--- src/rtl/ysyx_24110015_lsu_pkg.sv ---
// Shared definitions for the load/store unit: RV32I size/sign codes, FSM
// state encodings and the access legality check.
package ysyx_24110015_lsu_pkg;

  localparam logic [2:0] LSU_B  = 3'b000;
  localparam logic [2:0] LSU_H  = 3'b001;
  localparam logic [2:0] LSU_W  = 3'b010;
  localparam logic [2:0] LSU_BU = 3'b100;
  localparam logic [2:0] LSU_HU = 3'b101;

  typedef enum logic [1:0] {
    LSU_IDLE = 2'd0,
    LSU_REQ  = 2'd1,
    LSU_RESP = 2'd2,
    LSU_DONE = 2'd3
  } lsu_state_e;

  // Unsigned variants exist only for loads; there is no SBU/SHU.
  function automatic logic lsu_access_ok(input logic       wen,
                                         input logic [2:0] funct3,
                                         input logic [1:0] off);
    logic legal;
    logic aligned;
    legal   = 1'b0;
    aligned = 1'b0;
    case (funct3)
      LSU_B: begin
        legal   = 1'b1;
        aligned = 1'b1;
      end
      LSU_H: begin
        legal   = 1'b1;
        aligned = ~off[0];
      end
      LSU_W: begin
        legal   = 1'b1;
        aligned = (off == 2'b00);
      end
      LSU_BU: begin
        legal   = ~wen;
        aligned = 1'b1;
      end
      LSU_HU: begin
        legal   = ~wen;
        aligned = ~off[0];
      end
      default: begin
        legal   = 1'b0;
        aligned = 1'b0;
      end
    endcase
    return legal & aligned;
  endfunction

endpackage

--- src/rtl/ysyx_24110015_lsu_align.sv ---
// Byte-lane steering for the 32-bit bus: store data replication and write
// mask on the way out, load extraction and sign/zero extension on the way in.
module ysyx_24110015_lsu_align
  import ysyx_24110015_lsu_pkg::*;
(
  input  logic        wen_i,
  input  logic [2:0]  funct3_i,
  input  logic [1:0]  off_i,
  input  logic [31:0] wdata_i,
  input  logic [31:0] rdata_i,
  output logic [31:0] req_wdata_o,
  output logic [3:0]  req_wmask_o,
  output logic [31:0] load_data_o,
  output logic        ok_o
);

  logic [31:0] shifted;

  assign ok_o = lsu_access_ok(wen_i, funct3_i, off_i);

  always_comb begin
    req_wdata_o = wdata_i;
    req_wmask_o = 4'b0000;
    if (wen_i) begin
      case (funct3_i)
        LSU_B: begin
          req_wdata_o = {4{wdata_i[7:0]}};
          req_wmask_o = 4'b0001 << off_i;
        end
        LSU_H: begin
          req_wdata_o = {2{wdata_i[15:0]}};
          req_wmask_o = 4'b0011 << off_i;
        end
        LSU_W: begin
          req_wdata_o = wdata_i;
          req_wmask_o = 4'b1111;
        end
        default: begin
          req_wdata_o = wdata_i;
          req_wmask_o = 4'b0000;
        end
      endcase
    end
  end

  // Bring the addressed byte/halfword down to bit 0 before extending.
  assign shifted = rdata_i >> {off_i, 3'b000};

  always_comb begin
    load_data_o = 32'h0;
    case (funct3_i)
      LSU_B:   load_data_o = {{24{shifted[7]}}, shifted[7:0]};
      LSU_H:   load_data_o = {{16{shifted[15]}}, shifted[15:0]};
      LSU_W:   load_data_o = shifted;
      LSU_BU:  load_data_o = {24'h0, shifted[7:0]};
      LSU_HU:  load_data_o = {16'h0, shifted[15:0]};
      default: load_data_o = 32'h0;
    endcase
  end

endmodule

--- src/rtl/ysyx_24110015_lsu.sv ---
// Load/store unit: one memory access in flight, IDLE -> REQ -> RESP -> DONE,
// with illegal or misaligned accesses short-circuited to DONE with out_err.
module ysyx_24110015_lsu
  import ysyx_24110015_lsu_pkg::*;
#(
  parameter int ADDR_WIDTH = 32,
  parameter int DATA_WIDTH = 32
) (
  input  logic                  clk,
  input  logic                  rst,
  input  logic                  in_valid,
  output logic                  in_ready,
  input  logic [ADDR_WIDTH-1:0] in_addr,
  input  logic [DATA_WIDTH-1:0] in_wdata,
  input  logic                  in_wen,
  input  logic [2:0]            in_funct3,
  output logic                  mem_req_valid,
  input  logic                  mem_req_ready,
  output logic [ADDR_WIDTH-1:0] mem_req_addr,
  output logic                  mem_req_wen,
  output logic [DATA_WIDTH-1:0] mem_req_wdata,
  output logic [3:0]            mem_req_wmask,
  input  logic                  mem_resp_valid,
  output logic                  mem_resp_ready,
  input  logic [DATA_WIDTH-1:0] mem_resp_rdata,
  output logic                  out_valid,
  input  logic                  out_ready,
  output logic [DATA_WIDTH-1:0] out_rdata,
  output logic                  out_err
);

  lsu_state_e            state_q;
  logic                  wen_q;
  logic [2:0]            funct3_q;
  logic [1:0]            off_q;
  logic [ADDR_WIDTH-1:0] req_addr_q;
  logic                  req_wen_q;
  logic [DATA_WIDTH-1:0] req_wdata_q;
  logic [3:0]            req_wmask_q;
  logic [DATA_WIDTH-1:0] out_rdata_q;
  logic                  out_err_q;

  logic                  idle;
  logic                  al_wen;
  logic [2:0]            al_funct3;
  logic [1:0]            al_off;
  logic [31:0]           al_req_wdata;
  logic [3:0]            al_req_wmask;
  logic [31:0]           al_load_data;
  logic                  al_ok;

  assign idle = (state_q == LSU_IDLE);

  // One aligner serves both directions: in IDLE it sees the incoming op so
  // the request can be registered on accept; later it sees the latched op.
  assign al_wen    = idle ? in_wen         : wen_q;
  assign al_funct3 = idle ? in_funct3      : funct3_q;
  assign al_off    = idle ? in_addr[1:0]   : off_q;

  ysyx_24110015_lsu_align u_align (
    .wen_i       (al_wen),
    .funct3_i    (al_funct3),
    .off_i       (al_off),
    .wdata_i     (in_wdata),
    .rdata_i     (mem_resp_rdata),
    .req_wdata_o (al_req_wdata),
    .req_wmask_o (al_req_wmask),
    .load_data_o (al_load_data),
    .ok_o        (al_ok)
  );

  always_ff @(posedge clk or posedge rst) begin
    if (rst) begin
      state_q     <= LSU_IDLE;
      wen_q       <= 1'b0;
      funct3_q    <= 3'b000;
      off_q       <= 2'b00;
      req_addr_q  <= '0;
      req_wen_q   <= 1'b0;
      req_wdata_q <= '0;
      req_wmask_q <= 4'b0000;
      out_rdata_q <= '0;
      out_err_q   <= 1'b0;
    end else begin
      case (state_q)
        LSU_IDLE: begin
          if (in_valid) begin
            wen_q       <= in_wen;
            funct3_q    <= in_funct3;
            off_q       <= in_addr[1:0];
            out_rdata_q <= '0;
            if (al_ok) begin
              req_addr_q  <= {in_addr[ADDR_WIDTH-1:2], 2'b00};
              req_wen_q   <= in_wen;
              req_wdata_q <= al_req_wdata;
              req_wmask_q <= al_req_wmask;
              out_err_q   <= 1'b0;
              state_q     <= LSU_REQ;
            end else begin
              req_addr_q  <= '0;
              req_wen_q   <= 1'b0;
              req_wdata_q <= '0;
              req_wmask_q <= 4'b0000;
              out_err_q   <= 1'b1;
              state_q     <= LSU_DONE;
            end
          end
        end
        LSU_REQ: begin
          if (mem_req_ready) begin
            state_q <= LSU_RESP;
          end
        end
        LSU_RESP: begin
          // A store's response is only the write acknowledgement.
          if (mem_resp_valid) begin
            out_rdata_q <= wen_q ? '0 : al_load_data;
            state_q     <= LSU_DONE;
          end
        end
        LSU_DONE: begin
          if (out_ready) begin
            state_q <= LSU_IDLE;
          end
        end
        default: state_q <= LSU_IDLE;
      endcase
    end
  end

  assign in_ready       = idle;
  assign mem_req_valid  = (state_q == LSU_REQ);
  assign mem_resp_ready = (state_q == LSU_RESP);
  assign out_valid      = (state_q == LSU_DONE);

  assign mem_req_addr  = req_addr_q;
  assign mem_req_wen   = req_wen_q;
  assign mem_req_wdata = req_wdata_q;
  assign mem_req_wmask = req_wmask_q;
  assign out_rdata     = out_rdata_q;
  assign out_err       = out_err_q;

endmodule

--- config.mk ---
export PLATFORM = sky130hd
export DESIGN_NAME = ysyx_24110015_lsu
export DESIGN_NICKNAME = d
export VERILOG_FILES = /design/src/rtl/ysyx_24110015_lsu_pkg.sv /design/src/rtl/ysyx_24110015_lsu_align.sv /design/src/rtl/ysyx_24110015_lsu.sv
export SDC_FILE = /design/constraint.sdc
export NUM_CORES = 1
export LEC_CHECK = 0
export CAP_MARGIN = 10
export CORE_AREA = 2 2 110 112
export DETAILED_ROUTE_END_ITERATION = 16
export DIE_AREA = 0 0 112 114
export PLACE_DENSITY_LB_ADDON = 0.15
export SYNTH_ARGS = -nofsm -noshare
export SYNTH_HDL_FRONTEND = slang
export SYNTH_SLANG_ARGS = --single-unit
--- constraint.sdc ---
create_clock -name clk -period 5.6 [get_ports clk]
set_input_delay 0.84 -clock clk [delete_from_list [all_inputs] [get_ports clk]]
set_output_delay 0.84 -clock clk [all_outputs]
set_load 0.1 [all_outputs]
* Word level (Yosys, flattened, before mapping)
Index checks and enable logic that the tools add are counted.
** Word-level totals
- Memories kept :: 0
- Latch bits :: 0
- Memory bits (writable) :: 0
- Output and inout bits :: 106
- Register bits :: 110
- Word-level logic and storage cells :: 63
- Bits in read-only memories :: 0
** Cells by class
- Add/subtract/negate cells :: 0
- Reduce and logical (&&, ||, !) cells :: 11
- Multipliers :: 0
- Magnitude comparators :: 0
- Shift-type cells :: 3
- Bitwise logic cells :: 3
- Div/mod/pow operators :: 0
- Mux-type cells :: 25
- Eq/ne operators :: 11
** Operators with widths (number)
- 2-to-1 mux 32 bit :: 6
- case mux 32 bit (5 select lines) :: 1
- case mux 32 bit (2 select lines) :: 2
- right shift 32 x 5 -> 32 bit :: 1
- 2-to-1 mux 2 bit :: 6
- case mux 4 bit (3 select lines) :: 1
- 2-to-1 mux 4 bit :: 2
- case mux 2 bit (4 select lines) :: 1
- == test 3 bit, second input constant :: 2
- OR reduction 2 bit :: 3
- == test 2 bit, second input constant :: 2
- logical NOT 2 bit :: 2
- inequality test 2 x 1 -> 1 bit, second input constant :: 2
- inequality test 2 bit, second input constant :: 2
- AND reduction 4 bit :: 1
- << shifter 1 x 2 -> 4 bit, first input constant :: 1
- << shifter 2 x 2 -> 4 bit, first input constant :: 1
- == test 3 x 1 -> 1 bit, second input constant :: 1
- == test 3 x 2 -> 1 bit, second input constant :: 1
- logical NOT 3 bit :: 1
- 2-to-1 mux 1 bit :: 3
- 2-to-1 mux 3 bit :: 1
- case mux 1 bit (3 select lines) :: 1
- AND reduction 3 bit :: 1
- other kinds (7) :: 8

* Logic depth before layout (Yosys ltp)
- Word-level depth :: 9
- Depth in mapped cells :: 11
- Mapped depth without buffers :: 7

* Modules after synthesis
A second synthesis with hierarchy kept.
** Unflattened totals
- Cell total of the unflattened synthesis :: 677
- Area, all modules :: 5977.0 um^2
** By module, submodules not included
- ysyx_24110015_lsu :: sequential area each 2702.6 um^2, instances 1, cells each 484, area an instance 4635.7 um^2
- ysyx_24110015_lsu_align :: sequential area each 0.0 um^2, instances 1, cells each 193, area an instance 1341.3 um^2

* Worst setup path after synthesis
No wires, ideal clock.
- Kind :: register to register
- Start :: register state_q[0]
- End :: register out_rdata_q[10], in the netlist out_rdata[10]
- Buffers on the path :: 4
- Cell stages (with the launch flop) :: 11
- Slack :: 2286 ps
- Data arrival time :: 3188 ps
- Required time :: 5474 ps
- Cells stage by stage :: dfrtp_1 -> inv_1 -> ha_1 -> buf_6 -> buf_6 -> buf_2 -> mux2i_1 -> buf_2 -> mux2i_1 -> o21ai_0 -> a221o_1
** Between the ends
- Word-level cells in the longest chain between the ends :: 7
- Elaborated cells between the ends (all ways) :: 18
** RTL lines
- start: declaration :: RTL line ysyx_24110015_lsu.sv:32 : lsu_state_e state_q;
- start signal: assignment :: RTL line ysyx_24110015_lsu.sv:74 : state_q <= LSU_IDLE;
- start signal: assignment :: RTL line ysyx_24110015_lsu.sv:98 : state_q <= LSU_REQ;
- start signal: assignment :: RTL line ysyx_24110015_lsu.sv:105 : state_q <= LSU_DONE;
- logical NOT 2 bit * :: RTL line ysyx_24110015_lsu.sv:52 : assign idle = (state_q == LSU_IDLE);
- net in_ready :: RTL line ysyx_24110015_lsu.sv:12 : output logic in_ready,
- 2-to-1 mux 2 bit / 2-to-1 mux 3 bit (equally long branches) :: RTL line ysyx_24110015_lsu.sv:58, ysyx_24110015_lsu.sv:57
- right shift 32 x 5 -> 32 bit (tied with other cells) :: RTL line ysyx_24110015_lsu_align.sv:47 : assign shifted = rdata_i >> {off_i, 3'b000};
- case mux 32 bit (5 select lines) :: RTL line ysyx_24110015_lsu_align.sv:51 : case (funct3_i)
- 2-to-1 mux 32 bit :: RTL line ysyx_24110015_lsu.sv:117 : out_rdata_q <= wen_q ? '0 : al_load_data;
- 2-to-1 mux 32 bit :: RTL line ysyx_24110015_lsu.sv:116 : if (mem_resp_valid) begin
- case mux 32 bit (2 select lines) :: RTL line ysyx_24110015_lsu.sv:85 : case (state_q)
- end signal: assignment :: RTL line ysyx_24110015_lsu.sv:117
- end: declaration :: RTL line ysyx_24110015_lsu.sv:40 : logic [DATA_WIDTH-1:0] out_rdata_q;
The timed path passes the listed nets; every way through them passes the cells marked *. The select of a mux whose other input is x is not followed.
A chain may end at the register's enable or synchronous reset.

* Final worst setup path
- Start :: register state_q[0]
- End :: output in_ready
** Between the ends
- Word-level cells in the longest chain between the ends :: 1
** RTL lines (RTL line)
- logical NOT 2 bit :: ysyx_24110015_lsu.sv:52
- end: declaration :: ysyx_24110015_lsu.sv:12
No other way between the ends.

==> flow_summary_export.csv <==
group,metric,value,unit
grt,gr-total-overflow,0,
grt,antenna_found_initial,0,
logic_synthesis,syn_area_per_cell,9.09,um2
job,cap_violations,0,
clocking,cts_tree,"built",
logic_synthesis,synth_edf_count,0,
logic_synthesis,syn-instance-count,586,
final_layout,drive_gt1_frac,0.0528,
final_layout,nFillCells,988,
grt,grt_pass1_wl,27000,um
critical_path,slowest_delay,1.31,ns
logic_synthesis,synth_adder_area_share,0.00939,
final_layout,diodes,0,
logic_synthesis,synth_mux_area_frac,0.0606,
critical_path,crit_path_max_fanout,31,
routing,vias_per_cell,5.56,
place,gp_congestion,0.891,
critical_path,slowest_stage,"clkdlybuf4s50_1",
critical_path,required,4.76,ns
routing,routed_wl,16700,um
critical_path,end_kind,"output port",
logic_synthesis,synthFlopType,"dfrtp_1",
sta,fin_setup_tns,0,ns
critical_path,cp-start-kind,"flop",
final_layout,layout_commonest_cell,"clkdlybuf4s50_1",
sta,drv_slew,0,
floorplan,dieArea,12800,um2
routing,dr.pass1.iters,5,
logic_synthesis,synth_compound_area_frac,0.200,
routing,routed-via-count,5135,
clocking,cts.clk_slew.worst_paths,0.07,ns
clocking,cts_max_path_buffers,2,
floorplan,die_h,114,um
routing,wl_per_cell,18.1,um
floorplan,row_count,40,
critical_path,crit_family,"buffers and inverters",
logic_synthesis,synth_xor_xnor_area_share,0,
grt,grtUsageTotal,0.265,
min_path,hp-class,"flop to flop",
sta,min_period,3.96,ns
critical_path,critPathKind,"flop to output port",
logic_synthesis,syn_area,5330,um2
run_status,status,"finished clean",
critical_path,cp.arrival,3.12,ns
floorplan,core,11700,um2
sta,fmax,0.252,GHz
sta,slew_headroom,0.214,
logic_synthesis,synth_simple_gate_area_share,0.176,
final_layout,fin_nets,882,
final_layout,mostFrequentLayoutCells,"209 x clkdlybuf4s50_1, 179 x nand2_1, 108 x dfrtp_1",
clocking,postCtsHoldBufs,0,
sta,tightest_slew,1.18,ns
final_layout,seqCellArea,2700,um2
logic_synthesis,synth_seq_area_share,0.507,
clocking,cts_buffers,9,
clocking,cts.sinks,108,
place,hpwlAfterDp,11800,um
grt,grt_max_degree,65,
routing,final_antenna_net_count,0,
grt,grt_pass1_vias,5238,
clocking,post_cts_resize_count,0,
sta,setup_viol,0,
floorplan,die_x,112,um
routing,drcViolationCount,0,
routing,drtIter0Drc,384,
floorplan,io_pins,212,
sta,period_share,0.707,
clocking,root_buffer,"clkbuf_16",
critical_path,crit_buf_inv,2,
critical_path,path_cells,"inv_1 > ha_1 > clkdlybuf4s50_1",
logic_synthesis,ys_types,47,
sta,hold_viol,0,
critical_path,r2r_slack,1.80,ns
final_layout,multiInputGateArea,2410,um2
sta,holdWs,0.479,ns
clocking,h-tree-depth,3,
logic_synthesis,synth_top_family_by_area,"compound AO/OA/AOI/OAI gates",
logic_synthesis,async_flop_share,1.00,
final_layout,syn_to_final_growth,46.9,%
clocking,post-cts-setup-buffers,0,
place,io_buffers,209,
logic_synthesis,synth-seq-cells,108,
clocking,clock_latency,0.35,ns
sta,grt_setup_unrepaired,"no",
sta,fin_skew,0.00805,ns
floorplan,initial_core_util,0.455,
logic_synthesis,yosys_warnings,0,
[metrics by stage]
step | cell area [um2] | utilization | worst slack (ns) | instances
2_1_floorplan | 5330 | - | 1.91 | 587
3_3_place_gp | 7500 | 0.640 | 2.07 | 908
3_5_place_dp | 7500 | 0.640 | 1.88 | 908
4_1_cts | 7830 | 0.668 | 1.65 | 923
5_1_grt | 7830 | 0.668 | 1.49 | 923
6_report | 7830 | 0.668 | 1.64 | 923
[flip-flops by register name, summed over array words and instances, names as in the netlist]
name	flops
mem_req_addr	30
out_rdata	32
mem_req_wen	1
mem_req_wmask	4
off_q	2
mem_req_wdata	32
wen_q	1
out_err	1
funct3_q	3
state_q	2
[synthesized netlist by cell type, drive strengths merged, types with 2 or more instances]
master,number,share of area
o221ai,9,0.017
nor2b,3,0.0035
o21ai,74,0.070
clkbuf,30,0.021
a22o,2,0.0033
a21oi,11,0.012
nand3,18,0.017
nor2,12,0.0085
ha,4,0.0094
nand2b,3,0.0035
o211ai,15,0.021
inv,11,0.0078
mux2i,27,0.051
o31ai,12,0.017
o22ai,2,0.0023
mux2,4,0.0092
nor3,2,0.0019
a22oi,10,0.015
or3,3,0.0035
buf,14,0.017
dfrtp,108,0.51
a32o,9,0.017
a21o,2,0.0028
nand2,180,0.13
a221o,8,0.015
[path summary, 6_finish.rpt]
check	cells after the start	end	startpoint
hold / removal	2	mem_req_addr[20]$_DFFE_PP0P_	mem_req_addr[20]$_DFFE_PP0P_
hold reg to reg	2	mem_req_addr[20]$_DFFE_PP0P_	mem_req_addr[20]$_DFFE_PP0P_
setup / recovery	3	in_ready	state_q[0]$_DFFE_PP0P_
min in group asynchronous	2	mem_req_addr[28]$_DFFE_PP0P_	rst
max in group asynchronous	3	wen_q$_DFFE_PP0P_	rst
setup reg to reg	7	out_rdata[19]$_DFFE_PP0P_	state_q[0]$_DFFE_PP0P_
[area by class of cell]
cell class,count,share of cell area
sequential,108,0.345
multi-input combinational,424,0.308
timing repair buffer,218,0.276
clock buffer,12,0.0328
tap,147,0.0235
clock inverter,3,0.00879
inverter,11,0.00560
[metal layers]
metal  GRT usage  share of wire  up-vias
met4      0.0951          0.019        0
met1       0.333           0.42     2486
met5           0              0        -
li1            -              -     2425
met2       0.442           0.48      201
met3      0.0765          0.078       23
[tightest hold or removal path: cells and delay by family, from the launching register on]
family | cells | cell delay [ns]
AO/OA/AOI/OAI | 1 | 0.06
flip-flops | 1 | 0.34
AND/OR/NAND/NOR | 1 | 0.04
[cell families after synthesis]
kind of cell | after synthesis
AOI/OAI and AO/OA | 159
adders and majority gates | 4
buffers and inverters | 55
DFF | 108
muxes | 31
other | 1
and+or+nand+nor | 228
Power is left out: the tool's default activity adds up to more than one toggle a clock period on the data nets, which glitch-free logic cannot reach.
